===== src/rtl/alu_req_arbiter.sv =====
// Four-requester round-robin arbiter for a serial-command ALU: latches the winner's operands,
// issues A/B/GO on the command bus, waits for completion and returns a one-cycle response.
// Optional WAIT timeout: define ALU_ARB_TIMEOUT_EN.
module alu_req_arbiter #(
  parameter int unsigned DATA_WIDTH     = 8,
  parameter int unsigned TIMEOUT_CYCLES = 16
) (
  input  logic                    clk,
  input  logic                    reset_n,
  input  logic [3:0]              req,
  input  logic [7:0]              req_opcode,
  input  logic [4*DATA_WIDTH-1:0] req_a,
  input  logic [4*DATA_WIDTH-1:0] req_b,
  output logic [3:0]              grant,
  output logic                    busy,
  output logic                    resp_valid,
  output logic [1:0]              resp_id,
  output logic [DATA_WIDTH-1:0]   resp_result,
  output logic                    resp_overflow,
  output logic                    resp_error,
  output logic                    alu_opcode_valid,
  output logic                    alu_opcode,
  output logic [DATA_WIDTH-1:0]   alu_data,
  input  logic                    alu_done,
  input  logic [DATA_WIDTH-1:0]   alu_result,
  input  logic                    alu_overflow
);

  typedef enum logic [2:0] {
    StIdle,
    StIssueA,
    StIssueB,
    StIssueGo,
    StWait,
    StResp
  } state_e;

  state_e                  state_q;
  logic [1:0]              last_q;
  logic                    op_b_q;
  logic [DATA_WIDTH-1:0]   b_q;

  logic                    win_found;
  logic [1:0]              win_idx;
  logic [1:0]              cand;
  logic [1:0]              win_op;
  logic [DATA_WIDTH-1:0]   win_a;
  logic [DATA_WIDTH-1:0]   win_b;

`ifdef ALU_ARB_TIMEOUT_EN
  localparam int unsigned CntW = $clog2(TIMEOUT_CYCLES + 1);
  logic [CntW-1:0] cnt_q;
  logic            err_q;
  assign resp_error = err_q;
`else
  assign resp_error = 1'b0;
`endif

  // Round-robin search starting just after the previous winner.
  always_comb begin
    win_found = 1'b0;
    win_idx   = last_q;
    cand      = last_q;
    for (int k = 1; k <= 4; k++) begin
      cand = last_q + 2'(k);
      if (!win_found && req[cand]) begin
        win_found = 1'b1;
        win_idx   = cand;
      end
    end
  end

  assign win_op = req_opcode[2*int'(win_idx) +: 2];
  assign win_a  = req_a[DATA_WIDTH*int'(win_idx) +: DATA_WIDTH];
  assign win_b  = req_b[DATA_WIDTH*int'(win_idx) +: DATA_WIDTH];

  always_ff @(posedge clk or negedge reset_n) begin
    if (!reset_n) begin
      state_q          <= StIdle;
      last_q           <= 2'd3;
      op_b_q           <= 1'b0;
      b_q              <= '0;
      grant            <= 4'b0;
      busy             <= 1'b0;
      resp_valid       <= 1'b0;
      resp_id          <= 2'd0;
      resp_result      <= '0;
      resp_overflow    <= 1'b0;
      alu_opcode_valid <= 1'b0;
      alu_opcode       <= 1'b0;
      alu_data         <= '0;
`ifdef ALU_ARB_TIMEOUT_EN
      cnt_q            <= '0;
      err_q            <= 1'b0;
`endif
    end else begin
      unique case (state_q)
        StIdle: begin
          if (win_found) begin
            state_q          <= StIssueA;
            last_q           <= win_idx;
            grant            <= 4'b0001 << win_idx;
            busy             <= 1'b1;
            op_b_q           <= win_op[1];
            b_q              <= win_b;
            // Operand A goes straight onto the bus; it is never needed again.
            alu_opcode_valid <= 1'b1;
            alu_opcode       <= win_op[0];
            alu_data         <= win_a;
          end
        end
        StIssueA: begin
          state_q    <= StIssueB;
          alu_opcode <= op_b_q;
          alu_data   <= b_q;
        end
        StIssueB: begin
          state_q    <= StIssueGo;
          alu_opcode <= 1'b0;
          alu_data   <= '0;
        end
        StIssueGo: begin
          state_q          <= StWait;
          alu_opcode_valid <= 1'b0;
`ifdef ALU_ARB_TIMEOUT_EN
          cnt_q            <= '0;
`endif
        end
        StWait: begin
          if (alu_done) begin
            state_q       <= StResp;
            resp_valid    <= 1'b1;
            resp_id       <= last_q;
            resp_result   <= alu_result;
            resp_overflow <= alu_overflow;
`ifdef ALU_ARB_TIMEOUT_EN
            err_q         <= 1'b0;
          end else if (cnt_q == CntW'(TIMEOUT_CYCLES - 1)) begin
            state_q       <= StResp;
            resp_valid    <= 1'b1;
            resp_id       <= last_q;
            resp_result   <= '0;
            resp_overflow <= 1'b0;
            err_q         <= 1'b1;
          end else begin
            cnt_q         <= cnt_q + 1'b1;
`endif
          end
        end
        StResp: begin
          state_q       <= StIdle;
          grant         <= 4'b0;
          busy          <= 1'b0;
          resp_valid    <= 1'b0;
          resp_id       <= 2'd0;
          resp_result   <= '0;
          resp_overflow <= 1'b0;
`ifdef ALU_ARB_TIMEOUT_EN
          err_q         <= 1'b0;
`endif
        end
        default: state_q <= StIdle;
      endcase
    end
  end

endmodule


===== config.mk =====
export PLATFORM = sky130hd
export DESIGN_NAME = alu_req_arbiter
export DESIGN_NICKNAME = d
export VERILOG_FILES = /design/src/rtl/alu_req_arbiter.sv
export SDC_FILE = /design/constraint.sdc
export NUM_CORES = 1
export LEC_CHECK = 0
export BUFFER_PORTS_ARGS = -buffer_cell sky130_fd_sc_hd__buf_2
export CAP_MARGIN = 20
export CORE_MARGIN = 2
export CORE_UTILIZATION = 46
export DETAILED_ROUTE_END_ITERATION = 10
export PLACE_DENSITY = 0.87
export SETUP_SLACK_MARGIN = 0.15
export SYNTH_ARGS = -nofsm -noshare
export SYNTH_HDL_FRONTEND = slang
export SYNTH_SLANG_ARGS = --single-unit

===== constraint.sdc =====
create_clock -name clk -period 2 [get_ports clk]
set_clock_uncertainty 0.05 [all_clocks]
set_input_delay 0.1 -clock clk [delete_from_list [all_inputs] [get_ports clk]]
set_output_delay 0.1 -clock clk [all_outputs]
set_load 0.01 [all_outputs]

; Yosys cells after proc, flatten, opt, wreduce, memory -nomap -nowiden
; Index checks and enable logic that the tools add are counted.
[classes]
eq_ne = 7
reduce_logical = 17
order_cmp = 4
addsub = 3
n_mux = 36
shifts = 4
[op_table]
columns = op, n
row1 = indexed part select 32 x 6 -> 8 bit, 2
row2 = one-hot mux 8 bit (3 select lines), 1
row3 = 2-to-1 mux 8 bit, 2
row4 = one-hot mux 8 bit (2 select lines), 1
row5 = one-hot mux 3 bit (5 select lines), 1
row6 = less-than comparator 2 x 3 -> 1 bit (second input constant), 4
row7 = 2-to-1 mux 1 bit, 12
row8 = AND reduction 2 bit, 6
row9 = 2-to-1 mux 2 bit, 5
row10 = binary-select mux 1 bit (select 2 bit), 4
row11 = one-hot mux 1 bit (2 select lines), 4
row12 = one-hot mux 4 bit (2 select lines), 1
row13 = indexed part select 8 x 4 -> 2 bit, 1
row14 = equality test 3 x 2 -> 1 bit (second input constant), 2
row15 = equality test 3 bit (second input constant), 2
row16 = 2-to-1 mux 3 bit, 2
row17 = nonzero test 2 bit, 3
row18 = adder 2 bit (second input constant), 2
row19 = 2-to-1 mux 4 bit, 1
row20 = inequality test 2 bit (second input constant), 2
row21 = one-hot mux 2 bit (2 select lines), 1
row22 = left shift 1 x 2 -> 4 bit (first input constant), 1
row23 = equality test 3 x 1 -> 1 bit (second input constant), 1
row24 = logical AND 1 bit, 3
row25 = 5 further kinds, 7
[word_totals]
input_bits = 88
regBits = 41
word_cells = 84
output_inout_bits = 28

; Longest topological paths before layout
; Gate-level depths: netlist of run 1.
[logic_depth]
word_depth = 16
mapped_depth = 7
depth_no_buf = 5

; Least setup slack after synthesis of run 1
; OpenSTA, ideal clock, no wires.
[synth_timing]
path_kind = register to register
start = register last_q[0]
end = register alu_data[0]
setup_time_ns = 0.138
stages_incl_launch_ff = 7
slack_ns = 0.284
t_arrival_ns = 1.528
path_buffers = 1
period_less_slack_ns = 1.716
path_cell_list = dfstp_2 > nor2b_1 > a21o_1 > a221oi_4 > buf_6 > mux2i_1 > o211ai_1
[synth_between]
elab_chain_len = 16
[synth_lines]
columns = item, line
row1 = from (decl), 39  ; logic [1:0] last_q;
row2 = from (signal assigned), 101  ; last_q <= win_idx;
row3 = adder 2 x 1 -> 2 bit, 65  ; cand = last_q + 2'(k);
row4 = binary-select mux 1 bit (select 2 bit), 66  ; if (!win_found && req[cand]) begin
row5 = 2-to-1 mux 1 bit (implied by the code), 66
row6 = 2-to-1 mux 1 bit, 66
row7 = zero test 1 bit, 66
row8 = logical AND 1 bit, 66
row9 = 2-to-1 mux 1 bit, 66
row10 = zero test 1 bit, 66
row11 = logical AND 1 bit, 66
row12 = 2-to-1 mux 1 bit, 66
row13 = zero test 1 bit, 66
row14 = logical AND 1 bit, 66
row15 = 2-to-1 mux 2 bit, 66
row16 = indexed part select 32 x 6 -> 8 bit, 74  ; assign win_a = req_a[DATA_WIDTH*int'(win_idx) +: DATA_WIDTH];
row17 = 2-to-1 mux 8 bit, 99  ; if (win_found) begin
row18 = one-hot mux 8 bit (3 select lines), 97  ; unique case (state_q)
row19 = to (signal assigned), 109  ; alu_data <= win_a;
row20 = to (signal assigned), 115  ; alu_data <= b_q;
row21 = to (decl), 23  ; output logic [DATA_WIDTH-1:0] alu_data,
; Parallel ways exist; a longest one is shown, timed or not. The select of a mux whose other input is x is not followed.
; A chain may end at the register's enable or synchronous reset.

; Worst setup path in the final report of run 1
[layout_timing]
start = register last_q[0]
end = register alu_opcode
[layout_between]
elab_chain_len = 16
[layout_lines]
columns = item, line
row1 = adder 2 x 1 -> 2 bit, 65
row2 = binary-select mux 1 bit (select 2 bit), 66
row3 = 2-to-1 mux 1 bit (implied by the code), 66
row4 = 2-to-1 mux 1 bit, 66
row5 = zero test 1 bit, 66
row6 = logical AND 1 bit, 66
row7 = 2-to-1 mux 1 bit, 66
row8 = zero test 1 bit, 66
row9 = logical AND 1 bit, 66
row10 = 2-to-1 mux 1 bit, 66
row11 = zero test 1 bit, 66
row12 = logical AND 1 bit, 66
row13 = 2-to-1 mux 2 bit, 66
row14 = indexed part select 8 x 4 -> 2 bit, 73  ; assign win_op = req_opcode[2*int'(win_idx) +: 2];
row15 = 2-to-1 mux 1 bit, 99
row16 = one-hot mux 1 bit (3 select lines), 97
row17 = to (signal assigned), 108  ; alu_opcode <= win_op[0];
row18 = to (signal assigned), 114  ; alu_opcode <= op_b_q;
row19 = to (decl), 22  ; output logic alu_opcode,
; Parallel ways exist; a longest one is shown, timed or not. The select of a mux whose other input is x is not followed.

==> metrics.cfg, run 1 <==
[global_route]
grt-ovfl-total=0
grt_antenna_before_repair=0
grt_pass1_wl_mm=11.4
grt_pass1_vias=2412
grt_max_degree=23
grt_usage_pct=24.3

[synth]
synth_commonest_cells=nand2_1 (40), dfrtp_1 (39), o21ai_0 (21), and3_1 (19), a211oi_1 (18)
synth_cells=264
ys_async_sr_fraction_pct=100
synth-main-ff-cell=dfrtp_1
synth_edf_count=0
synth_area_leaders=dfrtp_1 (41%), nand2_1 (6.2%), a211oi_1 (5.6%)
ys_ff_latch=41
synth_top_cell_by_area=dfrtp_1
synthesis.area_um2=2400
syn_avg_cell_area_um2=9.10
syn-num-nets=352
ys_warn_count=0
seq_area_frac_synth_pct=42.8
synth_cell_type_count=37
synth_most_common_cell=nand2_1
synth_top_area_share_pct=40.6

[placed_design]
port_buffers=114
preCtsSetupSlack_ps=65.8
dp_hpwl_mm=4.96
place_area_um2=3060
dp_cells=438
routabilityCongestion=0.769

[routing]
wl_per_cell_um=15.2
vias=2540
route.detailed.drc=0
ant_nets=0
drt_wl_total_mm=7.01
drt_pre_antenna_iters=4
first_iter_violations=149
viasPerCell=5.51

[power]
power_frac_seq_pct=31.2
powerDensity_nw_per_um2=1440
intPower_mw=2.79
swShare_pct=42.9
power_switching_mw=2.10
combPwrFrac_pct=57.9
p_clk_share_pct=11.0
leakage_nw=1.67
ir_worst_vdd_uv=702

[clock_network]
cts_tree=done
htree_levels=2
clock-root-buffer=clkbuf_8
path_clk_slew_ps=80
clock_path_buffers=2
cts.sinks=41
cts_buffers=5
clkLatencyLatePin_ps=290

[worst_hold_path]
whs_path_depth=3
hp-class=primary input to flop

[setup_path]
critPathLaunchType=flop
crit_chain=nor2b_2 -> a21o_1 -> a221oi_4 -> buf_6 -> buf_12 -> mux2i_2 -> o211ai_1
required_ps=2110
max_stage_delay_ps=560
critPathKind=flop to flop
critPathTopFamily=flip-flops
cp_max_fo=8
cp_num_buf_inv=2
endpoint_kind=flop
cpMaxStageDelayCell=dfstp_2
worst_ep_arrival_time_ps=1960
crit_cells=7
reg2reg_depth=7

[sta]
hold_violations=0
fin_crit_sh_pct=92.3
finalSetupTns_ps=0
min_period_ps=1850
setup_violations=0
fmax_mhz=541
slew_violations=0
rsz0062_at_grt=yes
layout_setup_ws_ps=153

[final_layout]
diodes=0
nNetsFinal=479
stdcell_area_um2=3390
register_area_um2=1030
fin_cells=461
drive_above_1_share_pct=40.7
multi_input_area_um2=1260
areaGrowthSynthToFinish_pct=41.2
fillers=452

[floorplan]
start_util_pct=47.4
ios=116
core_region_area_um2=5070
fp.dieW_um=76.3
die_area_um2=5820
rows=26
die_y_um=76.3

[outcome]
status=finished clean

[flow_run]
drv_cap=0

-- kinds of logic (layout without fill, tap and decap cells) --
kind of cell,count (synthesis),in the layout,share of synthesized area [%]
compound gates,91,91,27.2
xor+xnor,1,1,0.364
other cells,1,1,0.156
simple gates,87,87,17.5
flops,41,41,42.8
mux,12,12,5.00
buf+inv,31,158,7.03
-- registers in the layout, indices dropped and copies added (netlist names) --
signal and count:
alu_data 8, b_q 8, resp_overflow 1, resp_result 8
resp_valid 1, alu_opcode 1, alu_opcode_valid 1, last_q 2
grant 4, op_b_q 1, state_q 3, resp_id 2
busy 1
-- repair_timing --
action / CTS / global route
setup buffers: 2 / 1
hold endpoints to repair: 49 / 0
hold buffers: 11 / 0
pin swaps: 4 / 4
gates resized for setup: 3 / 14
cloned: 1 / 1
endpoints found under the setup margin: 18 / 18
-- stage by stage --
step	total power [mW]	hold WS (ps)	util (%)
final	4.88	0.495	66.9
after global routing	5.25	3.44	66.9
after CTS	4.71	1.00	65.1
after detailed placement	4.00	-53.5	60.2
after global placement	3.89	-57.4	60.2
after floorplan	3.24	-246	-
-- cell usage in the layout (no fill, tap or decap), types with 2 or more instances in the layout --
cell           Yosys  final
buf_2              8    114
nand2_1           40     39
dfrtp_1           39     39
o21ai_0           21     21
and3_1            19     19
buf_4              3     14
nand3_1           13     13
mux2i_1           12     11
a211oi_1          18     11
dlygate4sd3_1      0     11
o211ai_1          10     10
a32oi_1            9      9
a31oi_1            9      9
o31ai_1            9      9
nor2_1             7      7
a211oi_2           0      7
clkbuf_8           0      6
inv_1              4      4
a21o_1             4      4
o21ai_1            3      3
buf_6              4      3
nand2b_1           2      2
nor2b_2            0      2
a32o_1             2      2
dfstp_2            2      2
buf_12             0      2
-- power by group through the flow --
stage               clock network (mW)  registers, mW  logic [mW]
floorplan                            0           1.57        1.67
finish                           0.536           1.52        2.83
global route                     0.576           1.57        3.11
detailed placement                   0           1.54        2.47
global placement                     0           1.51        2.39
CTS                              0.551           1.51        2.65
-- final cells by class --
class,instances,share of cell area (%)
tap,70,2.58
inverter,5,0.553
multi-input combinational,192,37.2
sequential,41,30.3
timing repair buffer,146,26.9
clock buffer,7,2.54
-- routing by layer --
layer,vias to the layer above,GRT usage (%),part of all wire (%)
met4,0,9.45,1.6
met3,11,4.74,5.0
met2,94,39.2,48
met1,1198,32.4,45
met5,-,0,0
li1,1237,-,-
-- worst paths after layout --
check	startpoint	end	slack (ps)
min in group asynchronous	reset_n	state_q[1]	180
worst min-delay path	req_a[27]	alu_data[3]	0.5
worst max register to register	last_q[0]	alu_opcode	150
worst max-delay path	last_q[0]	alu_opcode	150
worst min register to register	resp_valid	resp_valid	430
max in group asynchronous	reset_n	last_q[0]	1160
-- worst register-to-register path, delay by kind of cell (launching register included) --
kind,cells,cell delay (ps)
DFF,1,560
and+or+nand+nor,1,50
muxes,1,230
buffers and inverters,2,310
AOI/OAI and AO/OA,3,520
(Power assumes the default switching activity.)
==> run 2: changes to the inputs <==
Settings changed: CORE_UTILIZATION 46 to 50, PLACE_DENSITY 0.87 to 0.93.
Clock period 2 ns to 2.26 ns, I/O delays scaled along.
==> metrics.cfg, run 2 (synthesis gave the netlist of run 1 again) <==
[clock_network]
htree_levels=2
clock_path_buffers=2
cts_buffers=5
path_clk_slew_ps=80
cts_tree=done
cts.sinks=41
clkLatencyLatePin_ps=300
clock-root-buffer=clkbuf_8

[setup_path]
critPathLaunchType=flop
reg2reg_depth=5
worst_ep_arrival_time_ps=2130
cp_max_fo=18
max_stage_delay_ps=600
crit_chain=nor2b_1 -> o21ai_1 -> nand2_1 -> a211oi_1 -> o31ai_1
r2r-start=last_q[0]
rrSetupSlack_ps=260
critPathTopFamily=compound AO/OA/AOI/OAI gates
timing.rr.end=b_q[0]
critPathKind=flop to flop
endpoint_kind=flop
required_ps=2390
cpMaxStageDelayCell=dfstp_2
cp_num_buf_inv=0

[placed_design]
place_area_um2=2980
dp_hpwl_mm=4.80
port_buffers=114
routabilityCongestion=0.787

[power]
powerDensity_nw_per_um2=1310
ir_worst_vdd_uv=669
finalPower_mw=4.20
leakage_nw=1.59

[sta]
tightest_slew_ps=906
finalSetupTns_ps=0
min_period_ps=2000
hold_violations=0
slew_violations=0
rsz0062_at_grt=yes
holdWs_ps=4.95
setup_violations=0
fin_crit_sh_pct=88.5
slew_headroom_pct=39.6
fmax_mhz=500

[global_route]
grt_max_degree=42
grt-ovfl-total=0
use_met1_pct=32.9
busiest_layer=met2
use_met2_pct=42.4
grt_pass1_vias=2328
grt_antenna_before_repair=0
grt_pass1_wl_mm=10.6
grtUsageMet3_pct=5.08
grt_usage_pct=25.4

[worst_hold_path]
holdPathEnd=alu_data[6]
whs_path_depth=3
hp-class=primary input to flop
min_from=req_a[30]

[routing]
vias=2517
first_iter_violations=254
drt_pre_antenna_iters=4
ant_nets=0
drt_wl_total_mm=6.90
wl_per_cell_um=15.9
route.detailed.drc=0
viasPerCell=5.80

[final_layout]
final_cell_mix=buf_2 (114), nand2_1 (40), dfrtp_1 (39)
areaGrowthSynthToFinish_pct=33.5
diodes=0
drive_above_1_share_pct=37.4
final_common_cell=buf_2
fillers=384
nNetsFinal=467
reg.largest.list=alu_data: 8 flops, b_q: 8 flops, resp_result: 8 flops
stdcell_area_um2=3210

[floorplan]
rows=25
die_area_um2=5380
ios=116
start_util_pct=51.2
core_region_area_um2=4690
die_y_um=73.3
fp.dieW_um=73.3

[outcome]
status=finished clean

[flow_run]
drv_cap=0

[run 2: cell types whose count changed in the layout (fill, tap and decap cells not counted), moves of 2 or more]
cell           before  now
dlygate4sd3_1      11    8
buf_4              14   10
nor2b_1             0    2
a211oi_2            7    0
a211oi_1           11   18
nor2b_2             2    0
buf_6               3    0
[run 2: worst min-delay path, cell delays in order]
cell and delay, ps:
buf_2 80, nand3_1 50, o211ai_1 70
[run 2: area by class of cell]
class	count	area [um2]	share of cell area, %
well taps	54	67.6	2.11
clock buffers	6	82.6	2.57
repair buffers	133	746	23.2
clock inverters	2	37.5	1.17
inverters	5	18.8	0.585
flip-flops and latches	41	1030	32.1
multi-input cells	193	1230	38.3
[run 2: through the flow]
| stage | utilization (%) | setup WS (ps) | instances |
|---|---|---|---|
| 3_5_place_dp | 63.5 | 219 | 416 |
| 4_1_cts | 67.8 | 208 | 432 |
| 2_1_floorplan | - | 544 | 264 |
| 5_1_grt | 68.4 | 119 | 434 |
| 3_3_place_gp | 63.5 | 313 | 416 |
| 6_report | 68.4 | 259 | 434 |
[run 2: per-layer routing]
layer,routed length [um],vias up
met5,0,-
met4,83,0
met3,600,9
met2,3270,139
met1,2940,1157
li1,-,1212
[run 2: power by group]
group	switching, mW	leakage, nW	internal [mW]
clock	0.265	0.0574	0.359
combinational	1.29	1.02	0.924
sequential	0.267	0.513	1.09
[run 2: how the worst max path moves through the flow]
| stage | start | endpoint | slack, ps | depth (start not counted) |
|---|---|---|---|---|
| after floorplan | last_q[0] | alu_data[0] | 540 | 6 |
| after global placement | last_q[0] | b_q[4] | 310 | 5 |
| after detailed placement | last_q[0] | b_q[7] | 220 | 5 |
| after CTS | last_q[0] | b_q[7] | 210 | 5 |
| after global routing | last_q[0] | b_q[4] | 120 | 5 |
| final | last_q[0] | b_q[0] | 260 | 5 |
[run 2: what timing repair did]
action                                 in CTS  in global routing
resized for setup                           0                  3
setup endpoints to repair                   0                 18
endpoints found under the hold margin      46                  0
hold buffers                                8                  0
setup buffers                               0                  1
==> run 3: changes to the inputs <==
Settings changed: ABC_AREA set to 1, CORE_UTILIZATION 50 to 47, PLACE_DENSITY 0.93 to 0.87.
==> metrics.cfg, run 3 <==
[sta]
slew_violations=0
finalSetupTns_ps=0
tightest_slew_ps=901
rsz0062_at_grt=yes
slew_headroom_pct=39.9
min_period_ps=2150
holdWs_ps=14.0
layout_setup_ws_ps=110
fin_crit_sh_pct=95.1
fmax_mhz=465
setup_violations=0
hold_violations=0

[global_route]
grt_pass1_wl_mm=12.1
grt_max_degree=42
grt_pass1_vias=2751
grt-ovfl-total=0
grt_antenna_before_repair=0
grt_usage_pct=24.3

[power]
combPwrFrac_pct=74.8
swShare_pct=49.1
intPower_mw=3.72
p_clk_share_pct=7.2
leakage_nw=1.97
ir_worst_vdd_uv=1460
finalPower_mw=7.31
power_switching_mw=3.59
power_frac_seq_pct=18.0
powerDensity_nw_per_um2=1990

[routing]
route.detailed.drc=0
first_iter_violations=178
vias=3074
ant_nets=0
drt_wl_total_mm=8.05
drt_pre_antenna_iters=5
viasPerCell=5.37
wl_per_cell_um=14.1

[clock_network]
cts_tree=done
path_clk_slew_ps=80
clock_path_buffers=2
cts.sinks=41
htree_levels=2
cts_buffers=5
clkLatencyLatePin_ps=290
clock-root-buffer=clkbuf_8

[final_layout]
final_common_cell=nand3_1
nNetsFinal=587
fin_cells=572
diodes=0
areaGrowthSynthToFinish_pct=39.8
reg.largest.list=alu_data: 8 flops, b_q: 8 flops, resp_result: 8 flops
drive_above_1_share_pct=36.6
utilization_pct=67.5
stdcell_area_um2=3670
final_cell_mix=nand3_1 (121), buf_2 (114), nand2_1 (80)

[synth]
synth_simple_gate_area_share_pct=43.2
ys_warn_count=0
ys_async_sr_fraction_pct=100
synth_top_area_share_pct=37.2
synth_cell_type_count=28
synth_top_cell_by_area=dfrtp_1
syn-num-nets=462
synthesis.area_um2=2630
synthAdderAreaFrac_pct=0
synth_commonest_cells=nand3_1 (124), nand2_1 (87), dfrtp_1 (39), a21oi_1 (21), inv_1 (19)
synth_edf_count=0
synth_compound_area_share_pct=8.53
synth_top_family_by_area=simple AND/OR/NAND/NOR gates
synth_cells=374
synth-main-ff-cell=dfrtp_1
synth-xor-area-share_pct=0
ys_ff_latch=41
synth_area_leaders=dfrtp_1 (37%), nand3_1 (24%), nand2_1 (12%)
synth.area.mux_share_pct=0
synth_most_common_cell=nand3_1
seq_area_frac_synth_pct=39.2
syn_avg_cell_area_um2=7.02

[placed_design]
routabilityCongestion=0.817
port_buffers=114
place_area_um2=3290
dp_hpwl_mm=5.46
dp_cells=549
preCtsSetupSlack_ps=-28.3

[setup_path]
endpoint_kind=flop
worst_ep_arrival_time_ps=2320
critPathKind=flop to flop
cp_max_fo=10
required_ps=2430
cp-startpoint=last_q[0]
r2r-start=last_q[0]
critPathLaunchType=flop

[floorplan]
die_y_um=78.8
die_area_um2=6200
start_util_pct=48.3
ios=116
rows=27
fp.dieW_um=78.8
core_region_area_um2=5440

[outcome]
status=finished clean

[worst_hold_path]
hp-class=primary input to flop
min_from=alu_result[4]

[flow_run]
drv_cap=0

-- run 3: cell count changes after synthesis, sizes merged, moves of 12 or more --
cell    previous run  this run
a211oi            18         1
nand3             13       126
mux2i             12         0
a21oi              3        21
nand2             40        97
inv                4        23
and3              19         0
-- run 3: what timing repair did --
action / CTS / global route
pin swaps: 1 / 11
hold endpoints to repair: 39 / 0
hold buffers: 1 / 0
gates cloned: 1 / 3
setup buffers: 2 / 8
gates resized for setup: 4 / 21
endpoints found under the setup margin: 18 / 18
-- run 3: final timing paths --
kind,end,slack (ps),cells past startpoint
setup / recovery,alu_data[5],110,13
hold / removal,resp_result[4],10,3
setup reg to reg,alu_data[5],110,13
hold reg to reg,resp_valid,430,2
max in group asynchronous,grant[1],1150,2
min in group asynchronous,resp_result[3],440,2
-- run 3: cell type report --
| type | instances | area, um2 |
|---|---|---|
| Tap cell | 72 | 90.1 |
| Clock buffer | 7 | 96.3 |
| Inverter | 25 | 98.8 |
| Clock inverter | 1 | 5.00 |
| Timing Repair Buffer | 140 | 911 |
| Sequential cell | 41 | 1030 |
| Multi-Input combinational cell | 286 | 1440 |
| Fill cell | 455 | 1770 |
-- run 3: kinds of logic (layout without fill, tap and decap cells) --
group | count (synthesis) | in the layout
simple gates | 241 | 241
buf+inv | 47 | 173
compound gates | 44 | 44
flops | 41 | 41
other cells | 1 | 1
-- run 3: power groups by stage --
| stage | sequential (mW) | combinational (mW) | clock (mW) |
|---|---|---|---|
| after floorplan | 1.36 | 3.01 | 0 |
| after global placement | 1.32 | 4.16 | 0 |
| after detailed placement | 1.33 | 4.27 | 0 |
| after CTS | 1.31 | 4.53 | 0.531 |
| after global routing | 1.34 | 5.93 | 0.570 |
| final | 1.32 | 5.46 | 0.525 |
-- run 3: metal layers --
metal	up-vias	wire length [um]	share of wire (%)	track usage, %
li1	1506	-	-	-
met1	1408	3130	39	28.5
met2	147	4170	52	44.2
met3	13	599	7.4	4.89
met4	0	150	1.9	8.25
met5	-	0	0	0
-- run 3: critical path, stage by stage, from the launching register on --
cell,delay (ps)
dfstp_2,610
inv_4,80
nand2_1,70
nand2_2,90
nand2_2,120
nand2_4,80
o21ai_2,180
nand2_1,80
nand2_1,70
nand2_2,110
buf_12,160
nand3_1,90
nand3_2,90
a21oi_2,180
